[src/rtl/scale_coord_gen.sv]
// Walks the destination raster per frame and emits clamped Q.10 source coordinates as a valid/ready stream.
// frame_start -> first beat valid two edges later; outputs hold while stalled; frame_start in RUN/DONE restarts the frame.
module scale_coord_gen #(
    parameter int SRC_H_NUM   = 1280,
    parameter int SRC_V_NUM   = 720,
    parameter int SCALE_WIDTH = 15,
    parameter int FRAC_BITS   = 10,
    parameter int COORD_WIDTH = 11
) (
    input  logic                   clk,
    input  logic                   rstn,
    input  logic                   frame_start,
    input  logic [SCALE_WIDTH-1:0] x_scale,
    input  logic [SCALE_WIDTH-1:0] y_scale,
    input  logic [COORD_WIDTH-1:0] TARGET_H_NUM,
    input  logic [COORD_WIDTH-1:0] TARGET_V_NUM,
    output logic                   coord_valid,
    input  logic                   coord_ready,
    output logic [COORD_WIDTH-1:0] src_x,
    output logic [FRAC_BITS-1:0]   src_x_frac,
    output logic [COORD_WIDTH-1:0] src_y,
    output logic [FRAC_BITS-1:0]   src_y_frac,
    output logic [COORD_WIDTH-1:0] dst_x,
    output logic [COORD_WIDTH-1:0] dst_y,
    output logic                   line_last,
    output logic                   frame_last,
    output logic                   frame_done,
    output logic                   busy
);
    localparam int ACC_W = COORD_WIDTH + SCALE_WIDTH + 1;
    localparam int INT_W = ACC_W - FRAC_BITS;

    localparam logic [1:0] S_IDLE  = 2'd0;
    localparam logic [1:0] S_LATCH = 2'd1;
    localparam logic [1:0] S_RUN   = 2'd2;
    localparam logic [1:0] S_DONE  = 2'd3;

    localparam logic [COORD_WIDTH-1:0] ONE    = COORD_WIDTH'(1);
    localparam logic [INT_W-1:0]       X_LIM  = INT_W'(SRC_H_NUM - 1);
    localparam logic [INT_W-1:0]       Y_LIM  = INT_W'(SRC_V_NUM - 1);
    localparam logic [COORD_WIDTH-1:0] X_MAXC = COORD_WIDTH'(SRC_H_NUM - 1);
    localparam logic [COORD_WIDTH-1:0] Y_MAXC = COORD_WIDTH'(SRC_V_NUM - 1);

    logic [1:0]             r_state;
    logic [SCALE_WIDTH-1:0] r_xs;
    logic [SCALE_WIDTH-1:0] r_ys;
    logic [COORD_WIDTH-1:0] r_h;
    logic [COORD_WIDTH-1:0] r_v;
    logic [ACC_W-1:0]       r_x_acc;
    logic [ACC_W-1:0]       r_y_acc;
    logic [COORD_WIDTH-1:0] r_dst_x;
    logic [COORD_WIDTH-1:0] r_dst_y;
    logic                   r_valid;

    logic             w_xfer;
    logic             w_line_end;
    logic             w_frame_end;
    logic [INT_W-1:0] w_x_int;
    logic [INT_W-1:0] w_y_int;
    logic             w_x_clamp;
    logic             w_y_clamp;

    assign w_xfer      = r_valid && coord_ready;
    assign w_line_end  = (r_dst_x == r_h - ONE);
    assign w_frame_end = w_line_end && (r_dst_y == r_v - ONE);

    assign w_x_int   = r_x_acc[ACC_W-1:FRAC_BITS];
    assign w_y_int   = r_y_acc[ACC_W-1:FRAC_BITS];
    assign w_x_clamp = (w_x_int > X_LIM);
    assign w_y_clamp = (w_y_int > Y_LIM);

    always_ff @(posedge clk or negedge rstn) begin
        if (!rstn) begin
            r_state <= S_IDLE;
            r_xs    <= '0;
            r_ys    <= '0;
            r_h     <= '0;
            r_v     <= '0;
            r_x_acc <= '0;
            r_y_acc <= '0;
            r_dst_x <= '0;
            r_dst_y <= '0;
            r_valid <= 1'b0;
        end else begin
            case (r_state)
                S_IDLE: begin
                    if (frame_start) r_state <= S_LATCH;
                end
                S_LATCH: begin
                    r_xs    <= x_scale;
                    r_ys    <= y_scale;
                    r_h     <= TARGET_H_NUM;
                    r_v     <= TARGET_V_NUM;
                    r_x_acc <= '0;
                    r_y_acc <= '0;
                    r_dst_x <= '0;
                    r_dst_y <= '0;
                    if (TARGET_H_NUM != '0 && TARGET_V_NUM != '0) begin
                        r_state <= S_RUN;
                        r_valid <= 1'b1;
                    end else begin
                        r_state <= S_DONE;
                    end
                end
                S_RUN: begin
                    // A resync beats everything, including a coincident final transfer.
                    if (frame_start) begin
                        r_state <= S_LATCH;
                        r_valid <= 1'b0;
                    end else if (w_xfer) begin
                        if (w_frame_end) begin
                            r_state <= S_DONE;
                            r_valid <= 1'b0;
                        end else if (w_line_end) begin
                            r_dst_x <= '0;
                            r_x_acc <= '0;
                            r_dst_y <= r_dst_y + ONE;
                            r_y_acc <= r_y_acc + {{(ACC_W-SCALE_WIDTH){1'b0}}, r_ys};
                        end else begin
                            r_dst_x <= r_dst_x + ONE;
                            r_x_acc <= r_x_acc + {{(ACC_W-SCALE_WIDTH){1'b0}}, r_xs};
                        end
                    end
                end
                S_DONE: begin
                    r_state <= frame_start ? S_LATCH : S_IDLE;
                end
                default: r_state <= S_IDLE;
            endcase
        end
    end

    assign coord_valid = r_valid;
    assign busy        = (r_state == S_LATCH) || (r_state == S_RUN);
    assign frame_done  = (r_state == S_DONE);
    assign line_last   = r_valid && w_line_end;
    assign frame_last  = r_valid && w_frame_end;
    assign dst_x       = r_dst_x;
    assign dst_y       = r_dst_y;
    assign src_x       = w_x_clamp ? X_MAXC : w_x_int[COORD_WIDTH-1:0];
    assign src_x_frac  = w_x_clamp ? '0 : r_x_acc[FRAC_BITS-1:0];
    assign src_y       = w_y_clamp ? Y_MAXC : w_y_int[COORD_WIDTH-1:0];
    assign src_y_frac  = w_y_clamp ? '0 : r_y_acc[FRAC_BITS-1:0];
endmodule
[config.mk]
export PLATFORM = sky130hd
export DESIGN_NAME = scale_coord_gen
export DESIGN_NICKNAME = d
export VERILOG_FILES = /design/src/rtl/scale_coord_gen.sv
export SDC_FILE = /design/constraint.sdc
export NUM_CORES = 1
export LEC_CHECK = 0
export CORE_UTILIZATION = 55
export CTS_BUF_LIST = sky130_fd_sc_hd__clkbuf_8
export DETAILED_ROUTE_END_ITERATION = 6
export PLACE_DENSITY_LB_ADDON = 0.05
export SETUP_SLACK_MARGIN = 0.15
export SYNTH_ARGS = -nofsm -noshare
export SYNTH_HDL_FRONTEND = slang
export SYNTH_SLANG_ARGS = --single-unit
export TNS_END_PERCENT = 10
[constraint.sdc]
create_clock -name clk -period 8.01 [get_ports clk]
set_input_delay 1.602 -clock clk [delete_from_list [all_inputs] [get_ports clk]]
set_output_delay 1.602 -clock clk [all_outputs]
set_load 0.05 [all_outputs]
==> results.txt <==
----------------------------------------------------
[Finish]
  Layout cell share with drive strength beyond 1 ... slightly above 10%
  Area occupied by multi-input gates ... between 4000 and 5000 sq um
  ANT cells ... 0
  Post-Layout Inst Area ... a little under 10000 sq um
  Number of fill cells ... roughly 1.1k
  Layout area overhead ... 22.41%
  Final core utilization ... roughly 70%
  Number of nets in the layout ... approximately 1.1k
  Footprint of the flip-flops and latches ... about 3300 sq um

[GRT]
  Overall routing resource usage ... between 20% and 30%
  First-pass GRT wire length ... between 30 and 40 mm
  Number of global-route vias before repair ... roughly 7.0k
  Overflow left after global routing ... 0
  Maximum number of pins on one net before global-route repair ... 69
  Number of antenna violations at the first check in global routing ... 0

[Detailed routing]
  Wirelength, routed ... 20.40 mm
  Drt first-iter violations ... approximately 470
  Avg Vias per Cell ... between 5 and 6
  Number of iterations in the first detailed-routing pass ... 5
  Detailed-route DRC error count ... 0
  Via Count ... about 7.0k
  Routed WL per cell ... 17.41 um
  Count of nets left with antenna violations after detail routing ... 0

[Synthesis]
  Synth top area share ... about two fifths
  Mean cell area of the mapped netlist ... 9.373 sq um
  Cell with the most instances after synthesis ... dfrtp_1
  Top post-synthesis cells by count ... dfrtp_1, nand2_1, nor2_1
  Dominant cells by area after synthesis ... dfrtp_1, mux2_2, ha_1, o21ai_0, xnor2_1
  Async set-reset flop share out of synthesis ... 100.0%
  Total of flip-flops plus latches after synthesis ... approximately 130
  Biggest area consumer among synthesized cells ... dfrtp_1
  EDFF count, synth ... 0
  Unique masters post-synth ... 65
  Most used flip-flop cell after synthesis ... dfrtp_1
  Net count after synthesis ... 960
  YS warnings ... 0
  Gate Count Post-Synth ... about 860
  Area of the mapped netlist ... slightly above 8000 sq um
  Sequential area share after synthesis ... around 41%

[Clocking]
  Clk_lat worst skew ... about 0.47 ns
  # clock sinks ... between 100 and 150
  CTS tree ... done
  CTS Buf Count ... 17
  Resize count post-CTS ... 0
  Clock-pin slew of the registers on the worst-case setup and hold paths ... around 0.08 ns
  Clock tree root buffer cell ... clkbuf_8
  Hold-fix buffers, CTS ... 0
  H-tree depth ... 4
  Deepest clock path buffer count ... 2
  Setup fix buffers added after clock tree synthesis ... 0

[Floorplanning]
  Ports ... approximately 130
  Die width ... around 120 um
  Effective utilization at floorplan ... a little under three fifths
  Cell Rows ... 43
  Die Outline Area ... roughly 15000 sq um
  Total core area ... between 10000 and 15000 sq um
  Die span in y ... around 120 um

[Placement]
  Cell Area, Placed ... 9444 sq um
  Count of input and output buffers ... approximately 120
  Routability congestion estimate ... 0.8679
  Worst setup timing slack at the placement stage ... about 3.0 ns
  Final HPWL DP ... roughly 14 mm

[Critical path]
  Buffers plus inverters on the worst setup path ... 1
  Launching instance or port of the critical path ... r_v[4]$_DFFE_PN0N_
  Arr. time, crit path ... a little under 4 ns
  Most Frequent Cell on Critical Path ... or4_4
  Critical path class ... reg2out
  Worst path top cell family by delay ... simple AND/OR/NAND/NOR gates
  Type of origin of the critical path ... register
  Biggest cell delay along the critical path ... around 0.8 ns
  Critical path required time ... ~6.4 ns
  Critical-path maximum fanout ... 6
  Slowest library cell on the worst path ... clkdlybuf4s50_1
  Critical register-to-register path startpoint ... r_h[0]$_DFFE_PN0N_
  Critical Path End Type ... output port
  Reg2Reg Setup Slack ... roughly 4.0 ns
  Critical path cell sequence ... or4_4 -> or4_4 -> o311ai_1 -> nand4_1 -> nor4_1 -> nor2b_1 -> and2_1 -> clkdlybuf4s50_1

[STA]
  Total Neg Setup Slack ... 0 ns
  Worst clock skew ... 0.01264 ns
  Final Hold Violating Endpoints ... 0
  Final Max Slew Viols ... 0
  Setup repair after global routing missed its margin ... false
  Slew HR ... 17.81%
  Fin Hold WS ... between 0.5 and 0.6 ns
  Min Tclk post-route ... 5.549 ns
  Max Fclk ... 180.2 MHz
  Worst Max-Slew Pin Slew ... approximately 1.2 ns
  Final count of negative-setup-slack endpoints ... 0
  Post-route fraction of the period consumed by the critical path ... roughly 69%
  Minimum setup slack in the final design ... around 2.5 ns

[Power and ir drop]
  Power density over cell area ... roughly 390 nW/um^2
  Static Leakage ... 4.277 nW
  Peak supply drop ... approximately 0.29 mV

[Hold path]
  Type of the worst min-delay path ... reg2reg
  Hold wc startpoint ... r_x_acc[6]$_DFFE_PN0P_

[Flow run]
  Maxcap violations ... 0

[Run status]
  Run status ... finished clean

----------------------------------------------------
-- per-layer routing --
metal | up-vias | GRT usage, % | part of all wire, %
met5 | - | 0 | 0
met4 | 0 | 11.07 | 1.6
met3 | 30 | 6.365 | 5.7
met2 | 204 | 47.03 | 48
met1 | 3391 | 36.29 | 45
li1 | 3331 | - | -
-- sequential cells by signal, summed over array words and instances, names as in the netlist --
name	count
coord_valid	1
r_y_acc	27
r_h	11
r_ys	15
r_state	2
r_x_acc	27
r_v	11
dst_x	11
r_xs	15
dst_y	11
-- stage by stage --
stage	total power, mW	std cells
after floorplan	2.687	863
after global placement	3.143	1140
after detailed placement	3.218	1140
after CTS	3.893	1172
after global routing	4.167	1172
final	3.891	1172
-- report_power, final --
part	switching [mW]	internal (mW)
Clock	0.282	0.377
Sequential	0.205	0.879
Combinational	1.29	0.857
-- worst min-delay path, delay by kind of cell (launching register included) --
family	cells	cell delay, ns
flip-flops	1	0.37
AND/OR/NAND/NOR	1	0.05
AO/OA/AOI/OAI	1	0.06
-- final timing paths --
| kind | cells after the start | endpoint |
|---|---|---|
| max | 8 | frame_last |
| min | 2 | r_x_acc[6]$_DFFE_PN0P_ |
| max reg2reg | 12 | r_y_acc[26]$_DFFE_PN0P_ |
| min reg2reg | 2 | r_x_acc[6]$_DFFE_PN0P_ |
| max in group asynchronous | 2 | dst_x[9]$_DFFE_PN0P_ |
| min in group asynchronous | 1 | r_h[7]$_DFFE_PN0N_ |
-- area by class of cell --
type	count	share of cell area, %
Timing Repair Buffer	128	12.79
Clock buffer	18	2.502
Sequential cell	131	33.11
Clock inverter	14	2.123
Inverter	49	1.857
Tap cell	180	2.274
Multi-Input combinational cell	652	45.35
-- layout by cell type, fill, tap and decap left out, types with 6 or more instances in the layout --
cell type / n
o211ai_1: 9
nand2_1: 70
nor3_1: 17
clkdlybuf4s50_1: 122
nand3_1: 28
nor4_1: 11
nor2b_1: 6
a211oi_1: 6
buf_4: 6
a21oi_1: 33
clkbuf_8: 18
and3_1: 12
mux2_2: 47
a31oi_1: 7
o41ai_1: 10
dfrtp_1: 131
or3_1: 20
nand2b_1: 9
nor2_1: 67
or4_1: 6
o21ai_0: 59
a21o_1: 7
xnor2_1: 33
inv_1: 47
ha_1: 38
xor2_1: 31
and2_1: 28
nand4_1: 19
o31ai_1: 18
-- cell families after synthesis --
group	share of synthesized area (%)
DFF	40.53
buffers and inverters	4.037
and+or+nand+nor	20.06
xor gates and xnor gates	6.930
other	0.04636
muxes	6.790
adders and majority gates	6.528
AOI/OAI and AO/OA	15.08
No activity file was read; power rests on OpenSTA's default activity.
